[config.mk]
export PLATFORM = sky130hd
export DESIGN_NAME = wb_timer_mc
export DESIGN_NICKNAME = d
export VERILOG_FILES = /design/src/rtl/wb_timer_mc.sv
export SDC_FILE = /design/constraint.sdc
export NUM_CORES = 1
export LEC_CHECK = 0
export CAP_MARGIN = 10
export CORE_ASPECT_RATIO = 0.5
export CORE_MARGIN = 3
export CORE_UTILIZATION = 35
export CTS_CLUSTER_SIZE = 8
export DETAILED_ROUTE_END_ITERATION = 12
export GPL_ROUTABILITY_DRIVEN = 0
export PLACE_DENSITY = 0.59
export SYNTH_ARGS = -nofsm -noshare
export SYNTH_HDL_FRONTEND = slang
export SYNTH_SLANG_ARGS = --single-unit
[constraint.sdc]
create_clock -name clk_i -period 4.13 [get_ports clk_i]
set_input_delay 1.0325 -clock clk_i [delete_from_list [all_inputs] [get_ports clk_i]]
set_output_delay 1.0325 -clock clk_i [all_outputs]
set_load 0.005 [all_outputs]
[src/rtl/wb_timer_mc.sv]
// Wishbone-mapped multi-channel compare timer. Every channel runs off one shared
// prescaler tick, and a channel raises its status bit when COUNT reaches COMPARE.
module wb_timer_mc #(
  parameter int                       WB_DATA_WIDTH   = 32,
  parameter int                       WB_ADDR_WIDTH   = 32,
  parameter logic [WB_ADDR_WIDTH-1:0] WB_ADDR_START   = 32'h0000_0000,
  parameter int                       NUM_CHANNELS    = 4,
  parameter int                       PRESCALER_WIDTH = 8
) (
  input  logic                     clk_i,
  input  logic                     rst_i,
  input  logic [WB_DATA_WIDTH-1:0] wb_dat_i,
  input  logic [WB_ADDR_WIDTH-1:0] wb_addr_i,
  input  logic                     wb_we_i,
  input  logic                     wb_cyc_i,
  input  logic                     wb_stb_i,
  output logic                     wb_ack_o,
  output logic [WB_DATA_WIDTH-1:0] wb_dat_o,
  output logic                     irq_o
);
  localparam int W  = WB_DATA_WIDTH;
  localparam int N  = NUM_CHANNELS;
  localparam int PW = PRESCALER_WIDTH;
  localparam logic [WB_ADDR_WIDTH-1:0] SPAN = WB_ADDR_WIDTH'(16 + 16 * N);

  logic [WB_ADDR_WIDTH-1:0] off;
  logic                     borrow;
  logic                     in_win, accept, wr;
  logic [5:0]               word;

  logic [PW-1:0] prescale_q, prescale_d, pcnt_q, pcnt_d;
  logic          tick;
  logic [N-1:0]  stat_q, stat_d, ien_q, ien_d, en_q, en_d, per_q, per_d;
  logic [N-1:0]  hw_set, sw_clr;
  logic [W-1:0]  cmp_q [N];
  logic [W-1:0]  cmp_d [N];
  logic [W-1:0]  cnt_q [N];
  logic [W-1:0]  cnt_d [N];
  logic          ack_q;
  logic [W-1:0]  dat_q, dat_d, rdata;

  // The borrow bit flags addresses below the window base.
  assign {borrow, off} = {1'b0, wb_addr_i} - {1'b0, WB_ADDR_START};
  assign in_win = !borrow && (off < SPAN);
  assign accept = wb_cyc_i && wb_stb_i && in_win && !ack_q;
  assign wr     = accept && wb_we_i;
  assign word   = off[7:2];

  always_comb begin
    rdata = '0;
    case (word)
      6'd0:    rdata = W'(prescale_q);
      6'd1:    rdata = W'(stat_q);
      6'd2:    rdata = W'(ien_q);
      default: ;
    endcase
    for (int n = 0; n < N; n++) begin
      if (word == 6'(4 + 4 * n)) rdata = W'({per_q[n], en_q[n]});
      if (word == 6'(5 + 4 * n)) rdata = cmp_q[n];
      if (word == 6'(6 + 4 * n)) rdata = cnt_q[n];
    end
  end

  always_comb begin
    tick       = (pcnt_q == prescale_q);
    prescale_d = prescale_q;
    pcnt_d     = tick ? '0 : pcnt_q + PW'(1);
    ien_d      = ien_q;
    en_d       = en_q;
    per_d      = per_q;
    hw_set     = '0;
    sw_clr     = '0;
    for (int n = 0; n < N; n++) begin
      cmp_d[n] = cmp_q[n];
      cnt_d[n] = cnt_q[n];
      if (tick && en_q[n]) begin
        if (cnt_q[n] == cmp_q[n]) begin
          hw_set[n] = 1'b1;
          if (per_q[n]) cnt_d[n] = '0;
          else          en_d[n]  = 1'b0;
        end else begin
          cnt_d[n] = cnt_q[n] + W'(1);
        end
      end
    end
    // Bus writes are applied after the tick update so software wins on COUNT/CTRL.
    if (wr) begin
      case (word)
        6'd0: begin
          prescale_d = wb_dat_i[PW-1:0];
          pcnt_d     = '0;
        end
        6'd1:    sw_clr = wb_dat_i[N-1:0];
        6'd2:    ien_d  = wb_dat_i[N-1:0];
        default: ;
      endcase
      for (int n = 0; n < N; n++) begin
        if (word == 6'(4 + 4 * n)) begin
          en_d[n]  = wb_dat_i[0];
          per_d[n] = wb_dat_i[1];
        end
        if (word == 6'(5 + 4 * n)) cmp_d[n] = wb_dat_i;
        if (word == 6'(6 + 4 * n)) cnt_d[n] = wb_dat_i;
      end
    end
    stat_d = (stat_q & ~sw_clr) | hw_set;
    dat_d  = (accept && !wb_we_i) ? rdata : '0;
  end

  always_ff @(posedge clk_i) begin
    if (rst_i) begin
      prescale_q <= '0;
      pcnt_q     <= '0;
      stat_q     <= '0;
      ien_q      <= '0;
      en_q       <= '0;
      per_q      <= '0;
      ack_q      <= 1'b0;
      dat_q      <= '0;
      for (int n = 0; n < N; n++) begin
        cmp_q[n] <= '0;
        cnt_q[n] <= '0;
      end
    end else begin
      prescale_q <= prescale_d;
      pcnt_q     <= pcnt_d;
      stat_q     <= stat_d;
      ien_q      <= ien_d;
      en_q       <= en_d;
      per_q      <= per_d;
      ack_q      <= accept;
      dat_q      <= dat_d;
      for (int n = 0; n < N; n++) begin
        cmp_q[n] <= cmp_d[n];
        cnt_q[n] <= cnt_d[n];
      end
    end
  end

  assign wb_ack_o = ack_q;
  assign wb_dat_o = dat_q;
  assign irq_o    = |(stat_q & ien_q);

endmodule

Yosys cells after proc, flatten, opt, wreduce, memory -nomap -nowiden
Memories as Yosys holds them, arrays and structs flattened.
Cells that the tools add are included.
- $add $sub $neg: 5
- order comparisons: 1
- equal/unequal tests: 19
- mux-type cells: 76
- bitwise operators: 13
- reduce and logical (&&, ||, !) cells: 20
- operators with widths (kind ; count):
    32-bit two-way mux ; 40
    128-bit two-way mux ; 2
    32-bit by 1-bit adder with 32-bit output, second input constant ; 4
    32-bit == test ; 4
    6-bit by 4-bit == test with 1-bit output, second input constant ; 6
    32-bit by 7-bit < comparator with 1-bit output, second input constant ; 1
    1-bit two-way mux ; 27
    8-bit two-way mux ; 3
    8-bit one-hot mux with 3 select lines ; 1
    6-bit by 3-bit == test with 1-bit output, second input constant ; 3
    6-bit by 5-bit == test with 1-bit output, second input constant ; 3
    4-bit two-way mux ; 3
    2-bit AND reduction ; 6
    1-bit logical AND ; 9
    8-bit by 1-bit adder with 8-bit output, second input constant ; 1
    4-bit bitwise AND ; 2
    8-bit == test ; 1
    1-bit OR ; 8
    6-bit by 1-bit == test with 1-bit output, second input constant ; 1
    6-bit by 2-bit == test with 1-bit output, second input constant ; 1
    6-bit logical NOT ; 1
    4-bit inverter ; 1
    4-bit OR ; 1
    4-bit OR reduction ; 1
    other kinds (3) ; 4
- register bits: 65
- memory bits (writable): 256
- input bits: 69
- output and inout bits: 34
- logic and storage cells: 147
- memories: 2
- memories (memory ; depth ; width ; rd ports ; clocked after Yosys merged registers in ; write ports ; line ; source):
    cmp_q ; 4 ; 32 ; 4 ; 0 ; 4 ; 35 ; logic [W-1:0] cmp_q [N];
    cnt_q ; 4 ; 32 ; 4 ; 0 ; 4 ; 37 ; logic [W-1:0] cnt_q [N];

Logic depth before layout (Yosys ltp)
Gate-level depths: netlist of run 1.
- depth after elaboration: 14
- mapped depth: 10
- gate-level depth less buffers: 8

Least setup slack after synthesis of run 1
No wires, ideal clock.
- path kind: in2reg
- from: input port wb_addr_i[7]
- to: memory cnt_q[2][27] in the netlist's numbering
- setup time: 120 ps
- arrival time: 2989 ps
- path slack: 1021 ps
- stages on the path: 9
- path through: buf_2 nor4_2 nand4_2 nor4_4 nor2_1 o31a_1 buf_2 o211a_1 a211o_1
- RTL lines (item ; line ; source):
    from (decl) ; 13 ; input logic [WB_ADDR_WIDTH-1:0] wb_addr_i,
    to (decl) ; 37 ;

==> metrics.txt, run 1 <==
status=finished clean; CTS Buf Count=46; Worst Setup Start Kind=input pin; largest family of logic cells by synthesized area=simple AND/OR/NAND/NOR gates; Ports=103; CTS tree=yes; Synth Area in Simple Gates=0.2715; drt total wl=72340 um; vias in the first global route=17050; global-route wire length before repair=108300 um; Max clock buf depth=3; minimum clock period=3525 ps; synth top area cells=dfxtp_1 36%, nand2_1 9.3%, a21oi_1 5.2%; DRT iter0 DRCs=2085; Wirelength per Cell=23.36 um; Worst-path clk slew=50 ps; Worst slew margin=0.1939; CTS Root Cell=clkbuf_16; WHS Path Cells=2; CP Cell Sequence=clkdlybuf4s50_1 > nor2_1 > o2111ai_4 > buf_12 > nor4_4 > nor2_1 > o31a_1 > o311ai_0 > o21ai_1; Final Setup Violations=0; initial antenna violation count=0; Detail Route Antenna Nets=0; Max VDD drop=0.2560 mV; Initial Util=0.3620; Yosys warnings=0; Compound-Gate Fraction of Synth Area=0.2280; Via-to-Cell Ratio=6.044; CTS H-tree depth=2; WHS Endpoint=cmp_q[1][14]$_SDFFE_PP0P_; Finished Layout Cells=3096; Final HPWL DP=53460 um; max cap viols=0; drt pass-1 iters=7; Fill cells=4963; placed inst area=20130 um^2; GRT Total Usage=0.2575; cell count after placement=3045; worst skew pair latency=580 ps; post-route design area=21320 um^2; largest net degree at the start of global routing=91; RSZ-0062 raised after global routing=false; worst r2r src=cnt_q[3][1]$_SDFF_PP0_; postcts setup bufs=0; Reg2Reg Depth=7; crit path max-delay cell type=o31a_1; Post-Syn Instances=2350; asr flop ratio synth=0; Adder-Cell Fraction of Synth Area=0.003486; area of the core=49570 um^2; Worst Path Required=4620 ps; Avg Synthesized Cell Area=7.636 um^2; Leakage=0.007196 uW; CP dominant cell by count=nor2_1; CTS Hold Buffers Added=0; grt ovf=0; Pwr Total=6852 uW; Fmax=0.2837 GHz; hold crit path type=register to register; proportion of synthesized area in mux cells=0.01520; ys flop type=dfxtp_1; post-CTS sizing=0; max incr delay on CP=900 ps; reg2reg end=cnt_q[3][11]$_SDFF_PP0_; Final Max Slew Viols=0; Finished Core Util=0.4302; DR DRC count=0; Synth Register Bits=321; Ant. Diodes=0; post-synth top area cell=dfxtp_1; Die H=166.1 um; Nets=2489; CP Max Fanout=24; die width=326.2 um; via count=18710; Crit Path Class=input pin to register; die area=54190 um^2; Clock Skews=30.85 ps; number of core rows=57; layout cell share with drive strength beyond 1=0.09140; Hold Startpoint=cmp_q[1][14]$_SDFFE_PP0P_; post-synth net total=2424; Setup crit end kind=register; final worst-path cycle share=0.8535; r2r setup slk=990 ps; CP Data Arrival Time=4020 ps; Tightest Pin Transition=1199 ps; Distinct cells, synth=85; sequential area share after synthesis=0.3581; PD cells=321.3 nW/um^2; P&R area growth vs syn=18.83%; xor-xnor portion of the synthesized cell area=0.07126; number of synthesized flops with an enable pin=0; clock sink count=321; setup TNS=0 ps; area share of the largest cell type after synthesis=0.3581; Hold Vio Cnt, Final=0; post-synthesis cell area=17940 um^2; Port Buffers=100
[metrics by stage]
step / worst slack [ps] / hold WS [ps]
after floorplan: 1021 / 447.3
final: 604.9 / 479.3
after global routing: 419.6 / 498.8
after detailed placement: 81.39 / 472.8
after CTS: 688.7 / 480.0
after global placement: 154.9 / 467.0
[placed cells by master, fill, tap and decap left out, types with 16 or more instances in the layout]
cell,instances
a21oi_1,185
nand2_1,443
o21ai_0,93
or3_1,16
xor2_1,78
nor2_1,134
a221oi_1,62
inv_1,21
a22oi_1,45
and2_1,19
dfxtp_1,321
and3_1,34
mux2i_1,25
nand4_1,61
nor3_1,50
clkbuf_16,46
or4_1,24
buf_4,106
xnor2_1,68
nor4_1,37
nand3_1,115
clkdlybuf4s50_1,99
a31oi_1,31
o211ai_1,43
buf_12,16
[state kept, by name, indices dropped and copies added, names as in the netlist]
signal,flops
cmp_q,128
cnt_q,128
wb_dat_o,32
pcnt_q,8
prescale_q,8
en_q,4
ien_q,4
per_q,4
stat_q,4
wb_ack_o,1
[report_power, final]
part,internal [uW],total (uW),switching (uW)
logic,113,364,251
registers,3100,3100,0.000000426
clock network,1960,3390,1430
[cell usage after synthesis, types with 6 or more instances]
library cell	instances
nand4_1	61
o21ai_0	93
o21ai_1	11
nor2b_1	8
nand3b_1	14
nand2_1	443
o31ai_1	13
o31a_1	12
o211ai_1	43
a22oi_1	45
or2_2	6
a21oi_1	185
a31oi_1	31
dfxtp_1	321
o22ai_1	12
nand3_1	115
clkbuf_1	144
mux2i_1	25
nor2_1	142
inv_1	21
xnor2_1	68
xor2_1	78
nor4_1	37
or3_1	16
or4_1	24
a221oi_1	62
buf_2	56
nor3_1	50
a32o_1	14
o41a_1	11
nand2b_1	10
and4_1	7
o311ai_0	12
and2_1	19
and3_1	34
[logic make-up (layout without fill, tap and decap cells)]
logic type,after synthesis,after routing
flops,321,321
mux,27,27
xor+xnor,146,146
fa+ha+maj,5,5
compound gates,610,610
buf+inv,228,296
simple gates,1013,1013
[layer usage]
layer,global-route usage,up-vias,part of all wire
met1,0.3750,8986,0.45
met2,0.3763,954,0.42
met4,0.07195,0,0.027
met3,0.06084,120,0.11
li1,-,8651,-
met5,0,-,0
[layout make-up]
cell class,count,area [um^2],share of cell area
clock buffer,47,1155,0.05416
clock inverter,4,42.54,0.001995
inverter,23,86.33,0.004049
multi-input combinational,1801,10640,0.4992
sequential,321,6426,0.3014
tap,678,848.3,0.03978
timing repair buffer,222,2121,0.09946
[worst max path at each step]
stage	end	slack (ps)	start
after floorplan	cnt_q[2][27]$_SDFF_PP0_	1020	wb_addr_i[7]
final	cnt_q[3][11]$_SDFF_PP0_	600	wb_addr_i[5]
after CTS	cnt_q[3][11]$_SDFF_PP0_	690	wb_addr_i[5]
after global routing	cnt_q[3][11]$_SDFF_PP0_	420	wb_addr_i[5]
after global placement	cnt_q[3][22]$_SDFF_PP0_	150	wb_addr_i[5]
after detailed placement	cnt_q[3][22]$_SDFF_PP0_	80	wb_addr_i[5]
[critical path: cells and delay by family]
family,cells,cell delay (ps)
AO/OA/AOI/OAI,4,1720
buffers and inverters,2,900
AND/OR/NAND/NOR,3,360
(Power assumes the default switching activity.)
==> run 2, diff against run 1 <==
CORE_UTILIZATION = 40   (was 35)
PLACE_DENSITY = 0.64   (was 0.59)
==> metrics.txt, run 2 (synthesis gave the netlist of run 1 again) <==
worst hold slack=478.3 ps; grt ovf=0; Comb pwr share=0.052; Fmax=0.2805 GHz; Ant. Diodes=0; postcts setup bufs=0; layout cell share with drive strength beyond 1=0.07998; drt total wl=70800 um; DRT iter0 DRCs=2405; Fill cells=4326; Worst Path Required=4610 ps; Via-to-Cell Ratio=6.349; initial antenna violation count=3; PD cells=326.7 nW/um^2; Clock power frac=0.496; setup TNS=0 ps; part of the power in registers=0.452; placed inst area=19780 um^2; most frequent cells in the layout=443 x nand2_1, 321 x dfxtp_1, 185 x a21oi_1, 134 x nor2_1, 115 x nand3_1; hold crit path type=register to register; Worst Setup Start Kind=input pin; Die H=155.8 um; die area=47590 um^2; Final HPWL DP=51950 um; CP Data Arrival Time=4050 ps; Port Buffers=100; commonest non-fill, non-tap cell in the layout=nand2_1; Max clock buf depth=3; Initial Util=0.4086; drt pass-1 iters=6; Setup crit end kind=register; Max VDD drop=0.2507 mV; Hold Vio Cnt, Final=0; post-CTS sizing=0; RSZ-0062 raised after global routing=false; CTS tree=yes; worst skew pair latency=560 ps; area of the core=43920 um^2; CTS H-tree depth=2; largest net degree at the start of global routing=51; Final Max Slew Viols=0; post-route design area=20980 um^2; Nets=2460; status=finished clean; global-route wire length before repair=105700 um; CP Max Fanout=24; CTS Buf Count=46; via count=18890; number of core rows=54; die width=305.5 um; Crit Path Class=input pin to register; Worst slew margin=0.2386; Leakage=0.007068 uW; minimum clock period=3564 ps; Wirelength per Cell=23.79 um; Clock Skews=19.30 ps; DR DRC count=0; NetSw=1656 uW; Ports=103; clock sink count=321; Worst-path clk slew=50 ps; max cap viols=0; Detail Route Antenna Nets=0; vias in the first global route=17090; Power Internal=5199 uW; P&R area growth vs syn=16.92%; Final Setup Violations=0; Sw Share=0.2416; Tightest Pin Transition=1132 ps; GRT Total Usage=0.2872; CTS Hold Buffers Added=0; CTS Root Cell=clkbuf_16; final worst-path cycle share=0.8631
run 2: routing by layer:
layer | part of all wire | up-vias | routed length, um | global-route usage
li1 | - | 8582 | - | -
met1 | 0.42 | 9044 | 30080 | 0.4102
met2 | 0.41 | 1121 | 29190 | 0.4269
met3 | 0.13 | 141 | 9299 | 0.06905
met4 | 0.031 | 6 | 2191 | 0.09026
met5 | 0.00065 | - | 46 | 0
run 2: worst max-delay path: stages:
cell	delay [ps]
clkdlybuf4s50_1	530
buf_4	230
nor4b_2	160
buf_4	190
nand2_1	290
nor4_4	100
nor2_1	180
o31a_1	880
o311ai_0	290
o21ai_0	140
run 2: worst paths after layout:
kind	start	end	slack (ps)	depth (start not counted)
worst max register to register	cnt_q[2][0]$_SDFF_PP0_	cnt_q[2][20]$_SDFF_PP0_	910	7
worst max-delay path	wb_addr_i[6]	cnt_q[3][22]$_SDFF_PP0_	570	10
worst min-delay path	cmp_q[1][28]$_SDFFE_PP0P_	cmp_q[1][28]$_SDFFE_PP0P_	480	2
worst min register to register	cmp_q[1][28]$_SDFFE_PP0P_	cmp_q[1][28]$_SDFFE_PP0P_	480	2
run 2: per-stage QoR:
step | util | total power, uW | setup slack [ps] | std cells
after CTS | 0.4777 | 6857 | 685.5 | 2976
after global routing | 0.4777 | 7005 | 443.5 | 2976
after global placement | 0.4505 | 3503 | 175.3 | 2926
after detailed placement | 0.4505 | 3502 | 126.0 | 2926
after floorplan | - | 3307 | 1021 | 2350
final | 0.4777 | 6855 | 565.5 | 2976
run 2: power groups by stage:
stage / combinational, uW / clock (uW) / sequential (uW)
CTS: 339 / 3420 / 3100
finish: 354 / 3400 / 3100
detailed placement: 338 / 0 / 3160
global route: 361 / 3550 / 3100
floorplan: 142 / 0 / 3160
global placement: 339 / 0 / 3160
run 2: layout make-up:
class	count	area, um^2	share of cell area
Inverter	23	86.33	0.004115
Sequential cell	321	6426	0.3063
Timing Repair Buffer	193	1891	0.09011
Tap cell	588	735.7	0.03507
Clock inverter	2	17.52	0.0008349
Multi-Input combinational cell	1801	10640	0.5073
Clock buffer	48	1180	0.05624
